## src/rtl/microgreen_cam_pkg.sv

```systemverilog
// Shared types and constants for the OV7670 capture front end: FSM states,
// RGB565 field widths, sensor geometry and the packed pixel FIFO entry.
package microgreen_cam_pkg;

   typedef enum logic [1:0] {
      ST_IDLE   = 2'd0,
      ST_VBLANK = 2'd1,
      ST_FRAME  = 2'd2
   } cap_state_t;

   localparam int R_W      = 5;
   localparam int G_W      = 6;
   localparam int B_W      = 5;
   localparam int RGB_W    = R_W + G_W + B_W;
   localparam int SENSOR_W = 640;
   localparam int SENSOR_H = 480;
   localparam int COL_W    = 10;
   localparam int ROW_W    = 9;

   typedef struct packed {
      logic [RGB_W-1:0] rgb;
      logic [COL_W-1:0] col;
      logic [ROW_W-1:0] row;
      logic             sof;
      logic             sol;
   } pix_entry_t;

   localparam int ENTRY_W = $bits(pix_entry_t);

   function automatic logic [COL_W-1:0] next_col(input logic [COL_W-1:0] c);
      return (c == COL_W'(SENSOR_W - 1)) ? '0 : c + COL_W'(1);
   endfunction

   function automatic logic [ROW_W-1:0] next_row(input logic [ROW_W-1:0] r);
      return (r == ROW_W'(SENSOR_H - 1)) ? '0 : r + ROW_W'(1);
   endfunction

endpackage

```

## src/rtl/ov7670_pixel_capture_fifo.sv

```systemverilog
// Synchronous pixel FIFO; a push while full is still accepted when a pop
// happens in the same cycle (the slot being vacated is overwritten).
module capture_fifo #(
   parameter int DEPTH = 4,
   parameter int W     = 8
) (
   input  logic         clk,
   input  logic         rst_n,
   input  logic         i_push,
   input  logic [W-1:0] i_din,
   input  logic         i_pop,
   output logic [W-1:0] o_dout,
   output logic         o_full,
   output logic         o_empty
);

   localparam int AW = $clog2(DEPTH);

   logic [W-1:0]  r_mem [DEPTH];
   logic [AW:0]   r_wr_ptr;
   logic [AW:0]   r_rd_ptr;
   logic          w_wr_en;
   logic          w_rd_en;

   assign o_empty = (r_wr_ptr == r_rd_ptr);
   assign o_full  = (r_wr_ptr[AW] != r_rd_ptr[AW]) &&
                    (r_wr_ptr[AW-1:0] == r_rd_ptr[AW-1:0]);
   assign w_rd_en = i_pop && !o_empty;
   assign w_wr_en = i_push && (!o_full || w_rd_en);
   assign o_dout  = r_mem[r_rd_ptr[AW-1:0]];

   always_ff @(posedge clk or negedge rst_n) begin
      if (!rst_n) begin
         r_wr_ptr <= '0;
         r_rd_ptr <= '0;
         for (int i = 0; i < DEPTH; i++) r_mem[i] <= '0;
      end else begin
         if (w_wr_en) begin
            r_mem[r_wr_ptr[AW-1:0]] <= i_din;
            r_wr_ptr                <= r_wr_ptr + 1'b1;
         end
         if (w_rd_en) r_rd_ptr <= r_rd_ptr + 1'b1;
      end
   end

endmodule

```

## src/rtl/ov7670_pixel_capture.sv

```systemverilog
// OV7670 front end: synchronizes camera pins into clk, assembles RGB565 pixels
// with coordinates and queues them. Optional macro: CAPTURE_WINDOW_EN (crop).
//
// state  | meaning
// IDLE   | disabled or just reset; waiting for vsync high
// VBLANK | vertical blank; waiting for vsync to fall
// FRAME  | active frame; lines are captured
module ov7670_pixel_capture
   import microgreen_cam_pkg::*;
#(
   parameter int FIFO_DEPTH = 4,
   parameter int WIN_X0     = 0,
   parameter int WIN_X1     = 639,
   parameter int WIN_Y0     = 0,
   parameter int WIN_Y1     = 479
) (
   input  logic        clk,
   input  logic        rst_n,
   input  logic        ena,
   input  logic        cam_pclk,
   input  logic        cam_vsync,
   input  logic        cam_href,
   input  logic [7:0]  cam_d,
   output logic        pix_valid,
   input  logic        pix_ready,
   output logic [15:0] pix_rgb,
   output logic [9:0]  pix_col,
   output logic [8:0]  pix_row,
   output logic        pix_sof,
   output logic        pix_sol,
   output logic        frame_done,
   output logic [7:0]  ovf_cnt,
   output logic [7:0]  line_err_cnt
);

   logic [2:0]       r_pclk_sync, r_href_sync, r_vs_sync;
   logic [7:0]       r_d_s1, r_d_s2, r_smp_d, r_hi;
   logic             r_smp_vld, r_eol, r_phase, r_push;
   logic             r_sof_pend, r_sol_pend, r_frame_done;
   logic [COL_W-1:0] r_col;
   logic [ROW_W-1:0] r_row;
   logic [7:0]       r_ovf, r_line_err;
   pix_entry_t       r_entry;
   cap_state_t       r_state, w_state_nxt;
   logic             w_pclk_rise, w_href_fall, w_vs, w_in_frame, w_in_win;
   logic             w_enter_frame, w_frame_end;
   logic             w_full, w_empty, w_pop, w_push_ok;
   logic [ENTRY_W-1:0] w_head_bits;
   pix_entry_t       w_head;

   assign w_pclk_rise = r_pclk_sync[1] && !r_pclk_sync[2];
   assign w_href_fall = !r_href_sync[1] && r_href_sync[2];
   assign w_vs        = r_vs_sync[2];
   assign w_in_frame  = (r_state == ST_FRAME) && ena;

`ifdef CAPTURE_WINDOW_EN
   localparam logic [COL_W-1:0] LP_X0 = COL_W'(WIN_X0);
   localparam logic [COL_W-1:0] LP_X1 = COL_W'(WIN_X1);
   localparam logic [ROW_W-1:0] LP_Y0 = ROW_W'(WIN_Y0);
   localparam logic [ROW_W-1:0] LP_Y1 = ROW_W'(WIN_Y1);
   assign w_in_win = (r_col >= LP_X0) && (r_col <= LP_X1) &&
                     (r_row >= LP_Y0) && (r_row <= LP_Y1);
`else
   assign w_in_win = 1'b1;
`endif

   // Stage-2 href/vsync/data taken at the PCLK edge form one coherent sample.
   always_ff @(posedge clk or negedge rst_n) begin
      if (!rst_n) begin
         r_pclk_sync <= '0;
         r_href_sync <= '0;
         r_vs_sync   <= '0;
         r_d_s1      <= '0;
         r_d_s2      <= '0;
         r_smp_vld   <= 1'b0;
         r_smp_d     <= '0;
         r_eol       <= 1'b0;
      end else begin
         r_pclk_sync <= {r_pclk_sync[1:0], cam_pclk};
         r_href_sync <= {r_href_sync[1:0], cam_href};
         r_vs_sync   <= {r_vs_sync[1:0], cam_vsync};
         r_d_s1      <= cam_d;
         r_d_s2      <= r_d_s1;
         r_smp_vld   <= w_pclk_rise && r_href_sync[1] && !r_vs_sync[1];
         r_smp_d     <= r_d_s2;
         r_eol       <= w_href_fall;
      end
   end

   always_ff @(posedge clk or negedge rst_n) begin
      if (!rst_n) r_state <= ST_IDLE;
      else        r_state <= w_state_nxt;
   end

   always_comb begin
      w_state_nxt = r_state;
      case (r_state)
         ST_IDLE:   if (w_vs)  w_state_nxt = ST_VBLANK;
         ST_VBLANK: if (!w_vs) w_state_nxt = ST_FRAME;
         ST_FRAME:  if (w_vs)  w_state_nxt = ST_VBLANK;
         default:   w_state_nxt = ST_IDLE;
      endcase
      if (!ena) w_state_nxt = ST_IDLE;
      w_enter_frame = (r_state == ST_VBLANK) && (w_state_nxt == ST_FRAME);
      w_frame_end   = (r_state == ST_FRAME) && (w_state_nxt == ST_VBLANK);
   end

   always_ff @(posedge clk or negedge rst_n) begin
      if (!rst_n) begin
         r_phase    <= 1'b0;
         r_hi       <= '0;
         r_col      <= '0;
         r_row      <= '0;
         r_push     <= 1'b0;
         r_entry    <= '0;
         r_line_err <= '0;
      end else begin
         r_push <= 1'b0;
         if (w_enter_frame) begin
            r_row   <= '0;
            r_col   <= '0;
            r_phase <= 1'b0;
         end else if (!w_in_frame) begin
            r_col   <= '0;
            r_phase <= 1'b0;
         end else if (r_smp_vld) begin
            if (!r_phase) begin
               r_hi    <= r_smp_d;
               r_phase <= 1'b1;
            end else begin
               r_phase <= 1'b0;
               r_push  <= w_in_win;
               r_entry <= '{rgb: {r_hi, r_smp_d}, col: r_col, row: r_row,
                            sof: r_sof_pend, sol: r_sol_pend};
               r_col   <= next_col(r_col);
            end
         end else if (r_eol) begin
            r_phase <= 1'b0;
            r_col   <= '0;
            r_row   <= next_row(r_row);
            if (r_phase && (r_line_err != 8'hFF)) r_line_err <= r_line_err + 8'd1;
         end
      end
   end

   // Flags are consumed only by a pixel the FIFO actually accepts; a new line start wins.
   always_ff @(posedge clk or negedge rst_n) begin
      if (!rst_n) begin
         r_sof_pend   <= 1'b0;
         r_sol_pend   <= 1'b0;
         r_ovf        <= '0;
         r_frame_done <= 1'b0;
      end else begin
         r_frame_done <= w_frame_end;
         if (r_push && !w_push_ok && (r_ovf != 8'hFF)) r_ovf <= r_ovf + 8'd1;
         if (w_enter_frame) begin
            r_sof_pend <= 1'b1;
            r_sol_pend <= 1'b1;
         end else begin
            if (w_push_ok && r_entry.sof) r_sof_pend <= 1'b0;
            if (w_push_ok && r_entry.sol) r_sol_pend <= 1'b0;
            if (w_in_frame && !r_smp_vld && r_eol) r_sol_pend <= 1'b1;
         end
      end
   end

   assign w_pop     = !w_empty && pix_ready;
   assign w_push_ok = r_push && (!w_full || w_pop);

   capture_fifo #(
      .DEPTH (FIFO_DEPTH),
      .W     (ENTRY_W)
   ) u_fifo (
      .clk     (clk),
      .rst_n   (rst_n),
      .i_push  (r_push),
      .i_din   (r_entry),
      .i_pop   (w_pop),
      .o_dout  (w_head_bits),
      .o_full  (w_full),
      .o_empty (w_empty)
   );

   assign w_head       = pix_entry_t'(w_head_bits);
   assign pix_valid    = !w_empty;
   assign pix_rgb      = w_head.rgb;
   assign pix_col      = w_head.col;
   assign pix_row      = w_head.row;
   assign pix_sof      = w_head.sof;
   assign pix_sol      = w_head.sol;
   assign frame_done   = r_frame_done;
   assign ovf_cnt      = r_ovf;
   assign line_err_cnt = r_line_err;

endmodule

```

## config.mk

```make
export PLATFORM = sky130hd
export DESIGN_NAME = ov7670_pixel_capture
export DESIGN_NICKNAME = d
export VERILOG_FILES = /design/src/rtl/microgreen_cam_pkg.sv /design/src/rtl/ov7670_pixel_capture_fifo.sv /design/src/rtl/ov7670_pixel_capture.sv
export SDC_FILE = /design/constraint.sdc
export NUM_CORES = 1
export LEC_CHECK = 0
export CORE_ASPECT_RATIO = 0.8
export CORE_MARGIN = 3
export CORE_UTILIZATION = 39
export DETAILED_ROUTE_END_ITERATION = 7
export GPL_ROUTABILITY_DRIVEN = 0
export GPL_TIMING_DRIVEN = 0
export PLACE_DENSITY = 0.65
export SLEW_MARGIN = 20
export SYNTH_ARGS = -nofsm -noshare
export SYNTH_HDL_FRONTEND = slang
export SYNTH_SLANG_ARGS = --single-unit
```

## constraint.sdc

```tcl
create_clock -name clk -period 3.7 [get_ports clk]
set_input_delay 0.74 -clock clk [delete_from_list [all_inputs] [get_ports clk]]
set_output_delay 0.74 -clock clk [all_outputs]
set_load 0.005 [all_outputs]
```

# After elaboration in Yosys (flattened, before gate mapping)
# Index checks and enable logic that the tools add are counted.
dict set report totals {
  regBits 276
  latch_bits 0
  ramBits 0
  romBits 0
  inputBits 15
  output_inout_bits 55
  n_memories 0
}
dict set report classes {
  add_sub_neg 6
  multipliers 0
  div_mod_pow 0
  n_lt_le_gt_ge 3
  n_eq_ne 14
  shifts 0
  muxes 35
  n_bitwise 5
  reduce_logical 40
}
# op n
set op_table {}
lappend op_table {{bitwise mux 148 bit} 1}
lappend op_table {{two-way mux 37 bit} 3}
lappend op_table {{binary-select mux 37 bit (select 2 bit)} 1}
lappend op_table {{demux 37 bit (select 2 bit)} 1}
lappend op_table {{two-way mux 10 bit} 6}
lappend op_table {{two-way mux 9 bit} 5}
lappend op_table {{logical AND 1 bit} 20}
lappend op_table {{adder 8 x 1 -> 8 bit (second input constant)} 2}
lappend op_table {{inequality test 8 bit (second input constant)} 2}
lappend op_table {{two-way mux 1 bit} 14}
lappend op_table {{adder 10 x 1 -> 10 bit (second input constant)} 1}
lappend op_table {{equality test 10 bit (second input constant)} 1}
lappend op_table {{adder 9 x 1 -> 9 bit (second input constant)} 1}
lappend op_table {{equality test 9 bit (second input constant)} 1}
lappend op_table {{inequality test 4 x 3 -> 1 bit (second input constant)} 2}
lappend op_table {{AND reduction 4 bit} 2}
lappend op_table {{logical NOT 1 bit} 7}
lappend op_table {{adder 3 x 1 -> 3 bit (second input constant)} 2}
lappend op_table {{greater-or-equal comparator 3 bit (second input constant)} 2}
lappend op_table {{two-way mux 2 bit} 3}
lappend op_table {{inverter 2 -> 3 bit} 2}
lappend op_table {{nonzero test 2 bit} 3}
lappend op_table {{AND reduction 5 bit} 1}
lappend op_table {{equality test 2 x 1 -> 1 bit (second input constant)} 2}
lappend op_table {{other kinds (14)} 18}

# Longest topological paths before layout
# Gate-level depths: netlist of the first run.
dict set report depth {
  ltp_word 9
  mapped_depth 8
  depth_no_buf 5
}

# Hierarchy
# From an unflattened synthesis of the first run, not the netlist that was laid out.
dict set report unflattened {
  hier_cells 826
  area_unflattened_um2 11756.3
}
# mod n_inst cells_each area_each_um2 seq_area_each_um2
set by_module_without_submodules {}
lappend by_module_without_submodules {capture_fifo 1 399 6979.2 3853.7}
lappend by_module_without_submodules {ov7670_pixel_capture 1 427 4777.1 3052.9}

# Worst setup path before layout of the first run
# Ideal clock, no wire load.
dict set report synth_path {
  path_type {register to output}
  from {register u_fifo.r_rd_ptr[0]}
  to {output port pix_col[0]}
  arrival_time_ps 1523
  required_ps 2960
  setup_slack_ps 1437
  path_stages_with_launch 4
  path_buffers 2
  cell_sequence {dfrtp_1 buf_2 buf_2 mux4_2}
}
dict set report synth_between {
  elab_chain_cells 4
}
# element line_no
set synth_rtl {}
lappend synth_rtl {{start: declaration} ov7670_pixel_capture_fifo.sv:21} ;# logic [AW:0] r_rd_ptr;
lappend synth_rtl {{start signal: assignment} ov7670_pixel_capture_fifo.sv:42} ;# if (w_rd_en) r_rd_ptr <= r_rd_ptr + 1'b1;
lappend synth_rtl {{inverter 2 -> 3 bit (not written as such)} ov7670_pixel_capture_fifo.sv:30} ;# assign o_dout = r_mem[r_rd_ptr[AW-1:0]];
lappend synth_rtl {{binary-select mux 37 bit (select 2 bit)} ov7670_pixel_capture_fifo.sv:30}
lappend synth_rtl {{two-way mux 37 bit (not written as such) (2 in a row)} ov7670_pixel_capture_fifo.sv:30}
lappend synth_rtl {{end: declaration} ov7670_pixel_capture.sv:27} ;# output logic [9:0] pix_col,
# No other way between the ends. The select of a mux whose other input is x is not followed.

# Worst setup path in the final report of the first run
dict set report layout_path {
  from {register u_fifo.r_rd_ptr[0]}
  to {output port pix_col[9]}
}
# Same word-level chain as after synthesis.

==> flow_summary.toml, run 1 <==
[cts]
clkTransAtPathRegs_ns = 0.06
cts_tree = "yes"
cts_setup_buffers = 0
cts_made_buffers = 29
clock_sinks = 276
clock_latency_ns = 0.54
cts_root_buf = "clkbuf_16"
h-tree-depth = 1
clock_path_buffers = 3

[floorplan]
pin_count = 70
core_area_um2 = 28490
fp.dieArea_um2 = 31210
initial_core_util = 0.3986
row_count = 55
die_h_um = 158.6
fp.dieW_um = 196.8

[final_layout]
multi_input_area_um2 = 4269
fill_cells = 2547
drive_gt1_frac = 0.2905
fin_cells = 1303
num_antenna_cells = 0
layout.nets = 937
layout_commonest_cell = "dfrtp_1"
final_cell_mix = "dfrtp_1, mux2_2, nand2_1"
ff_latch_area_um2 = 6907
syn2layout_area_growth_pct = 19.86

[pwr]
pwr-share-seq = 0.462
p_clk_frac = 0.447
p_per_area_nw_per_um2 = 493.1
intPower_mw = 5.167
ir_drop_v = 0.0003391
switching_power_mw = 1.544
power.total_mw = 6.711
switching_share = 0.2301
p_comb_frac = 0.091
p_leak_nw = 6.555

[setup_path]
cpPeakStageDelay_ns = 0.59
crit_arrival_ns = 2.75
cp-start-kind = "flip-flop"
cp_slowest_cell = "mux4_2"
worstPathCellList = "buf_2 > clkbuf_4 > mux4_2 > clkdlybuf4s50_1"
cp-end-kind = "primary output"
required_ns = 2.96
path_class = "flip-flop to primary output"
crit_fanout = 10
reg2reg_setup_slack_ns = 1.34
reg2regPathDepth = 8
reg2reg_to = "r_entry[31]"
rr_startpoint = "r_state[1]"

[outcome]
outcome = "completed"

[timing]
drv_slew = 0
fin_worst_skew_ns = 0.01131
worst_slew_pin_slew_ns = 0.8521
slew_headroom = 0.4319
setup_viol = 0
hold_viol = 0
period_share = 0.9430
fin_ws_ns = 0.2108
fmax_mhz = 286.6
fin_crit_ns = 3.489
rsz0062_at_grt = "no"
holdWs_ns = 0.3416

[global_routing]
grt_max_degree = 97
overflow = 0
track_usage = 0.1518
first_global_vias = 6944
grt_pass1_wl_mm = 38.35
antenna_found_initial = 0

[min_path]
hold_end = "r_d_s2[7]"
worstHoldPathCells = 0
min_path_type = "flip-flop to flip-flop"
min_from = "r_d_s1[7]"

[logic_synthesis]
yosysUniqueCellTypes = 50
synth-seq-cells = 276
avgSynthCellArea_um2 = 14.04
yosysWarnings = 0
async_reset_ff_frac = 1.000
syn-num-nets = 833
synth_edf_count = 0
syn_inst = 809
syn_area_um2 = 11350
ys_seq_area_frac = 0.6083
synthFlopType = "dfrtp_1"

[place]
port_buffers = 69
dp_cells = 1251
hpwl_mm = 14.79
pre_cts_slack_ns = 0.4329

[route]
wl_mm = 22.59
wl_per_cell_um = 17.33
drc_errors = 0
ant_nets = 0
dr.pass1.iters = 5
drt_iter0_drc = 348
via_per_inst = 5.099
vias = 6644

[job]
max_cap_violations = 0
final cells by class:
class | instances | area share
buffer | 35 | 0.01214
clock buffer | 41 | 0.06178
clock inverter | 10 | 0.01131
inverter | 6 | 0.001655
multi-input combinational | 492 | 0.3137
sequential | 276 | 0.5075
tap | 370 | 0.03402
timing repair buffer | 73 | 0.05792
synthesized netlist by cell type (9+ instances only):
master | number | area share
buf_2 | 14 | 0.0062
dfrtp_1 | 276 | 0.61
clkbuf_1 | 17 | 0.0056
nand2_1 | 133 | 0.044
xnor2_1 | 13 | 0.010
xor2_1 | 9 | 0.0069
mux2_2 | 161 | 0.16
nor2_1 | 14 | 0.0046
nand3_1 | 16 | 0.0071
o21ai_0 | 12 | 0.0053
ha_1 | 9 | 0.0099
mux4_2 | 37 | 0.073
and3_1 | 9 | 0.0050
worst max-delay path: cells and delay by family, from the launching register on:
kind,cells,cell delay (ns)
buffers and inverters,3,1.22
multiplexers,1,0.59
flip-flops,1,0.40
layer usage:
metal,GRT usage,vias up,part of all wire
met1,0.2317,3399,0.50
met3,0.02369,29,0.035
met5,0,-,0
li1,-,3109,-
met4,0.02883,0,0.013
met2,0.2338,107,0.45
logic make-up after synthesis:
group	after synthesis	synth area share
adder cells (fa/ha/maj)	9	0.009918
AND/OR/NAND/NOR	221	0.09036
AO/OA/AOI/OAI	40	0.02391
buffers and inverters	41	0.01576
multiplexers	200	0.2348
XOR/XNOR	22	0.01697
flip-flops	276	0.6083
per-stage QoR:
stage          cell area [um^2]    util  setup TNS [ns]
2_1_floorplan             11350       -               0
3_3_place_gp              12510  0.4390        -2777.75
3_5_place_dp              12600  0.4421               0
4_1_cts                   13600  0.4775               0
5_1_grt                   13610  0.4777               0
6_report                  13610  0.4777               0
worst max path at each step:
stage	start	endpoint	cells after the start
2_1_floorplan	u_fifo.r_rd_ptr[0]	pix_col[0]	3
3_3_place_gp	rst_n	r_d_s1[7]	1
3_5_place_dp	u_fifo.r_rd_ptr[1]	pix_col[9]	4
4_1_cts	u_fifo.r_rd_ptr[0]	pix_col[9]	4
5_1_grt	u_fifo.r_rd_ptr[0]	pix_col[9]	4
6_report	u_fifo.r_rd_ptr[0]	pix_col[9]	4
timing repair:
action / 4_1_cts / 5_1_grt
endpoints found under the hold margin: 1 / 0
endpoints found under the setup margin: 19 / 20
cloned: 0 / 0
hold buffers: 1 / 0
gates resized for setup: 2 / 3
state kept, by name (all words and copies together), names as in the netlist, 9 cells and up:
name          flops
r_col            10
r_entry          37
r_row             9
u_fifo.r_mem    148
power groups by stage:
| stage | Clock [mW] | Sequential [mW] | Combinational [mW] |
|---|---|---|---|
| 3_5_place_dp | 0 | 3.15 | 0.615 |
| 4_1_cts | 3.09 | 3.10 | 0.619 |
| 3_3_place_gp | 0 | 3.16 | 0.599 |
| 2_1_floorplan | 0 | 3.14 | 0.396 |
| 5_1_grt | 3.23 | 3.10 | 0.673 |
| 6_report | 3.00 | 3.10 | 0.608 |
Power figures use the tool's default switching activity.
==> run 2, diff against run 1 <==
Settings changed: CAP_MARGIN set to 15.
==> results of run 2 <==
No change in the layout: final DEF, timing and power equal those of run 1.
